### src/rtl/csa_resolver.sv
// Iterative carry-propagate resolver for a redundant (sum, carry) pair.
// Resolves CHUNK bits per cycle with a rippled chunk carry; valid/ready on both sides.
module csa_resolver #(
  parameter int unsigned WIDTH = 32,
  parameter int unsigned CHUNK = 8
) (
  input  logic             clk,
  input  logic             rst,
  input  logic             in_valid,
  output logic             in_ready,
  input  logic [WIDTH-1:0] in_sum,
  input  logic [WIDTH-1:0] in_carry,
  output logic             out_valid,
  input  logic             out_ready,
  output logic [WIDTH-1:0] out_result,
  output logic             out_cout
);

  localparam int unsigned NCHUNK = WIDTH / CHUNK;
  localparam int unsigned IDXW = (NCHUNK > 1) ? $clog2(NCHUNK) : 1;
  localparam logic [IDXW-1:0] LAST_IDX = IDXW'(NCHUNK - 1);

  if (WIDTH % CHUNK != 0) begin : g_chunk_check
    $error("csa_resolver: WIDTH must be a multiple of CHUNK");
  end

  typedef enum logic [1:0] {StIdle, StBusy, StDone} state_e;

  state_e           state_q;
  logic [IDXW-1:0]  idx_q;
  logic             cy_q;
  logic [WIDTH-1:0] sum_q;
  logic [WIDTH-1:0] carry_q;
  logic [CHUNK:0]   chunk_add;

  // One CHUNK+1-bit add per cycle; the top bit feeds the next chunk.
  assign chunk_add = {1'b0, sum_q[idx_q*CHUNK +: CHUNK]}
                   + {1'b0, carry_q[idx_q*CHUNK +: CHUNK]}
                   + {{CHUNK{1'b0}}, cy_q};

  assign in_ready = (state_q == StIdle) & ~rst;

  always_ff @(posedge clk) begin
    if (rst) begin
      state_q    <= StIdle;
      idx_q      <= '0;
      cy_q       <= 1'b0;
      out_valid  <= 1'b0;
      out_result <= '0;
      out_cout   <= 1'b0;
    end else begin
      case (state_q)
        StIdle: begin
          if (in_valid) begin
            sum_q   <= in_sum;
            carry_q <= in_carry;
            idx_q   <= '0;
            cy_q    <= 1'b0;
            state_q <= StBusy;
          end
        end
        StBusy: begin
          out_result[idx_q*CHUNK +: CHUNK] <= chunk_add[CHUNK-1:0];
          cy_q  <= chunk_add[CHUNK];
          idx_q <= idx_q + 1'b1;
          if (idx_q == LAST_IDX) begin
            out_cout  <= chunk_add[CHUNK];
            out_valid <= 1'b1;
            state_q   <= StDone;
          end
        end
        StDone: begin
          if (out_ready) begin
            out_valid <= 1'b0;
            state_q   <= StIdle;
          end
        end
        default: state_q <= StIdle;
      endcase
    end
  end

endmodule

### config.mk
export PLATFORM = sky130hd
export DESIGN_NAME = csa_resolver
export DESIGN_NICKNAME = d
export VERILOG_FILES = /design/src/rtl/csa_resolver.sv
export SDC_FILE = /design/constraint.sdc
export NUM_CORES = 1
export LEC_CHECK = 0
export ABC_AREA = 1
export CORE_MARGIN = 1.5
export CORE_UTILIZATION = 53
export CTS_BUF_LIST = sky130_fd_sc_hd__clkbuf_8 sky130_fd_sc_hd__clkbuf_16
export DETAILED_ROUTE_END_ITERATION = 12
export PLACE_DENSITY = 0.84
export SYNTH_ARGS = -nofsm -noshare
export SYNTH_HDL_FRONTEND = slang
export SYNTH_SLANG_ARGS = --single-unit
### constraint.sdc
create_clock -name clk -period 11.9 [get_ports clk]
set_input_delay 1.19 -clock clk [delete_from_list [all_inputs] [get_ports clk]]
set_output_delay 1.19 -clock clk [all_outputs]
set_load 0.02 [all_outputs]
==> reports/qor.csv, run 1 <==
metric,value,unit
finalNonFillerCells,615,
synth_fp_nets,492,
track_usage,22.96,%
route.detailed.drc,0,
cts_max_path_buffers,2,
gp_congestion,0.8783,
antenna_left,0,
cp_max_fo,41,
ys_types,31,
overflow,0,
antenna_cells,0,
grt_setup_unrepaired,no,
antenna_found_initial,0,
hold_viol,0,
cp_data_required_time,10710,ps
critPathKind,input port to primary output,
synthCells,409,
routedWlPerCell,15.21,um
post_cts_buffers,0,
place_area,5413,um^2
max_slew_margin,48.05,%
synth_edf_count,64,
cts_tree,done,
totalWireLength,9353,um
syn_area,4299,um^2
final-max-slew-violation-count,0,
core_area,7807,um^2
crit_path_end_kind,primary output,
clock-sinks,103,
grt_pass1_vias,3256,
cts_buffers,9,
ys_ff_latch,103,
clk_pin_slew,100,ps
final_nets,591,
start_util,55.06,%
worstPathArrival,2680,ps
syn_area_per_cell,10.51,um^2
area_growth,30.06,%
ctsResizeCount,0,
pre_cts_slack,8034,ps
maxCapViolations,0,
clkLatencyLatePin,380,ps
final-setup-viol-count,0,
dp_hpwl,6516,um
clockRootBuffer,clkbuf_8,
fin_area,5592,um^2
die_area,8661,um^2
htreeDepth,3,
layout_setup_ws,8027,ps
vias,3342,
async_flop_share,0,%
yosysSeqAreaShare,62.86,%
grt_max_degree,65,
placement_rows,32,
cp-start-kind,input port,
port_buffers,102,
yosysWarnings,0,
postLayoutCoreUtil,71.62,%
fp.dieH,93.07,um
outcome,"complete, no violations",
grt_pass1_wl,15260,um
fin_crit,3873,ps
io_pins,103,
fmax,258.2,MHz
drt-initial-drc-count,194,
hold_class,register to register,
power.leakage,0.001975,uW
hold_buffers,0,
fin_crit_sh,32.55,%
ir_drop,0.00007326,V
fin_skew,15.58,ps
drive_gt1_share,6.238,%
viasPerCell,5.434,
dr.pass1.iters,7,
fin_setup_tns,0,ps
worst_pin_slew,779.2,ps
dpl.cell_count,599,
p_per_area,132.7,nW/um^2
fp.dieW,93.07,um
synth_ff_type,edfxtp_1,
[state kept, by name, indices dropped and copies added, names as in the netlist]
signal and cells:
cy_q 1, out_valid 1, sum_q 32, idx_q 2
out_cout 1, carry_q 32, out_result 32, state_q 2
[cell usage in the layout (no fill, tap or decap), types with 9 or more instances in the layout]
cell,synthesis,layout
clkdlybuf4s50_1,0,102
nand2_1,71,71
edfxtp_1,64,64
nor2_1,45,44
dfxtp_1,39,39
a21oi_1,37,37
o21ai_0,33,33
inv_1,20,20
o22ai_1,16,16
nand3_1,16,16
ha_1,13,13
nand4_1,10,10
clkbuf_8,0,9
[power breakdown]
part	total, uW	internal [uW]	leakage (uW)	switching [uW]
Combinational	142	56.7	0.000972	85.8
Sequential	400	394	0.000909	5.53
Clock	200	78.6	0.0000935	122
[metrics by stage]
step / hold WS, ps / power (uW)
6_report: 475.3 / 742.3
5_1_grt: 488.1 / 775.9
4_1_cts: 474.6 / 744.5
3_5_place_dp: 460.5 / 548.5
3_3_place_gp: 453.0 / 544.1
2_1_floorplan: 468.9 / 494.5
[layer usage]
metal  GRT usage [%]  vias to the layer above  part of all wire [%]
met3           4.228                       15                   6.0
li1                -                     1626                     -
met4           9.848                        0                   1.6
met1           28.13                     1564                    42
met2           39.66                      137                    51
met5               0                        -                     0
[path summary, 6_finish.rpt]
path	to	depth (start not counted)	slack, ps	from
worst min-delay path	out_result[29]$_SDFFE_PP0P_	2	480	out_result[29]$_SDFFE_PP0P_
worst min register to register	out_result[29]$_SDFFE_PP0P_	2	480	out_result[29]$_SDFFE_PP0P_
worst max register to register	out_result[28]$_SDFFE_PP0P_	11	8510	idx_q[1]$_SDFFE_PP0P_
worst max-delay path	in_ready	4	8030	rst
[kinds of logic after synthesis]
| logic type | share of synthesized area, % |
|---|---|
| AOI/OAI and AO/OA | 11.53 |
| and+or+nand+nor | 16.76 |
| xor gates and xnor gates | 0.6113 |
| DFF | 62.86 |
| adders and majority gates | 4.715 |
| buffers and inverters | 3.521 |
[area by class of cell]
| type | count | area (um^2) |
|---|---|---|
| clock buffer | 9 | 123.9 |
| clock inverter | 7 | 55.05 |
| fill | 591 | 2216 |
| inverter | 21 | 78.83 |
| multi-input combinational | 267 | 1453 |
| sequential | 103 | 2703 |
| tap | 102 | 127.6 |
| timing repair buffer | 106 | 1051 |
[synthesized netlist by cell type, types with 3 or more instances]
cell,n,area [um^2]
buf_2,4,20.02
o21ai_0,33,165.2
dfxtp_1,39,780.8
edfxtp_1,64,1922
ha_1,13,162.7
nand2_1,71,266.5
nand4_1,10,62.56
nor2_1,45,168.9
buf_1,3,11.26
a22oi_1,4,30.03
xor2_1,3,26.28
a21oi_1,37,185.2
nand3_1,16,80.08
inv_1,20,75.07
clkbuf_1,11,41.29
o22ai_1,16,100.1
[worst max-delay path, cell delays in order]
cell and delay [ps]:
clkdlybuf4s50_1 410, buf_4 270, nor3_1 190, clkdlybuf4s50_1 630
No activity file was read; power rests on OpenSTA's default activity.
==> run 2: changes to the inputs <==
Settings changed: CORE_UTILIZATION 53 to 45, PLACE_DENSITY 0.84 to 0.75.
Clock period 11.9 ns to 3.2 ns, I/O delays scaled along.
==> reports/qor.csv, run 2 (same netlist as run 1, synthesis figures left out) <==
metric,value,unit
pre_cts_slack,517.8,ps
critPathKind,register to register,
worstPathArrival,3050,ps
start_util,46.53,%
dp_hpwl,6948,um
hold_buffers,0,
fin_crit_sh,85.65,%
use_met2,33.06,%
fin_skew,8.000,ps
ir_drop,0.0003440,V
vias,3344,
route.detailed.drc,0,
antenna_cells,0,
antenna_left,0,
core_area,9240,um^2
p_per_area,490.4,nW/um^2
placement_rows,35,
power.leakage,0.001990,uW
routedWlPerCell,14.91,um
grt_pass1_wl,15600,um
hold_class,register to register,
p_sw_share,28.92,%
clk_pin_slew,100,ps
worst-path-buf-inv,1,
htreeDepth,3,
area_growth,31.55,%
fp.dieW,100.7,um
layout_commonest_cell,clkdlybuf4s50_1,
cp-start-kind,register,
cp_data_required_time,3510,ps
layout_setup_ws,459.0,ps
use_met1,25.00,%
final_cell_mix,"clkdlybuf4s50_1 (102), nand2_1 (71), edfxtp_1 (64), nor2_1 (44), dfxtp_1 (39)",
ctsResizeCount,0,
port_buffers,102,
worstPathCellList,buf_4 -> o21ai_0 -> o22ai_1 -> fa_1 -> fa_1 -> nand2_1 -> nand2_1 -> and2_1 -> xor2_1 -> nand4_1 -> a21oi_1,
total_power,2774,uW
critPathMaxStageDelay,440,ps
grt_pass1_vias,3322,
post_cts_buffers,0,
antenna_found_initial,0,
worstHoldStart,out_result[29]$_SDFFE_PP0P_,
largestRegisters,"carry_q x32, out_result x32, sum_q x32",
grt_max_degree,65,
max_slew_margin,47.90,%
fp.dieH,100.7,um
critPathSlowestCell,fa_1,
crit_family,adder cells,
cp_max_fo,22,
totalWireLength,9634,um
overflow,0,
io_pins,103,
crit_path_end_kind,register,
clockRootBuffer,clkbuf_8,
clkLatencyLatePin,370,ps
grt_setup_unrepaired,no,
intPower,1972,uW
drt-initial-drc-count,183,
fill_cells,748,
seqPwrFrac,53.5,%
clock-sinks,103,
fin_crit,2741,ps
cts_tree,done,
met3_usage,4.508,%
final-setup-viol-count,0,
fmax,364.8,MHz
p_comb_share,19.5,%
multi_input_area,1453,um^2
r2r_start,idx_q[0]$_SDFFE_PP0P_,
dr.pass1.iters,4,
crit_path_start,idx_q[0]$_SDFFE_PP0P_,
drive_gt1_share,6.963,%
final_nets,595,
worst_pin_slew,781.5,ps
maxCapViolations,0,
die_area,10150,um^2
outcome,"complete, no violations",
top_usage_layer,met2,
final-max-slew-violation-count,0,
switching_power,802.0,uW
hold_viol,0,
gp_congestion,0.8707,
track_usage,19.82,%
power_frac_clock,27.0,%
cts_buffers,9,
whs,469.9,ps
viasPerCell,5.176,
fin_setup_tns,0,ps
regArea,2703,um^2
cts_max_path_buffers,2,
[run 2: layout make-up]
class / count / area share [%]
clock buffers: 9 / 2.190
clock inverters: 7 / 0.9735
inverters: 21 / 1.394
multi-input cells: 267 / 25.69
flip-flops and latches: 103 / 47.79
well taps: 129 / 2.854
repair buffers: 110 / 19.12
[run 2: final timing paths]
kind | endpoint | slack (ps) | cells past startpoint
setup reg to reg | out_result[28]$_SDFFE_PP0P_ | 460 | 11
setup / recovery | out_result[28]$_SDFFE_PP0P_ | 460 | 11
hold / removal | out_result[29]$_SDFFE_PP0P_ | 470 | 2
hold reg to reg | out_result[29]$_SDFFE_PP0P_ | 470 | 2
[run 2: tightest hold or removal path, stage by stage (launching register included)]
cell and delay (ps):
dfxtp_1 320, nand2_1 60, a21oi_1 50
[run 2: power groups by stage]
stage	Clock, uW	Sequential (uW)	Combinational (uW)
final	750	1480	540
after global routing	814	1490	603
after CTS	770	1480	537
after detailed placement	0	1510	535
after global placement	0	1510	522
after floorplan	0	1520	315
[run 2: layer usage]
layer,part of all wire (%),vias up
met5,0,-
met4,2.4,0
met3,5.9,22
met2,49,120
met1,43,1563
li1,-,1639
[run 2: through the flow]
stage | utilization [%] | cells | instance area (um^2)
after floorplan | - | 409 | 4302
after global placement | 59.27 | 630 | 5477
after detailed placement | 59.27 | 630 | 5477
after CTS | 61.21 | 646 | 5655
after global routing | 61.21 | 646 | 5655
final | 61.21 | 646 | 5655
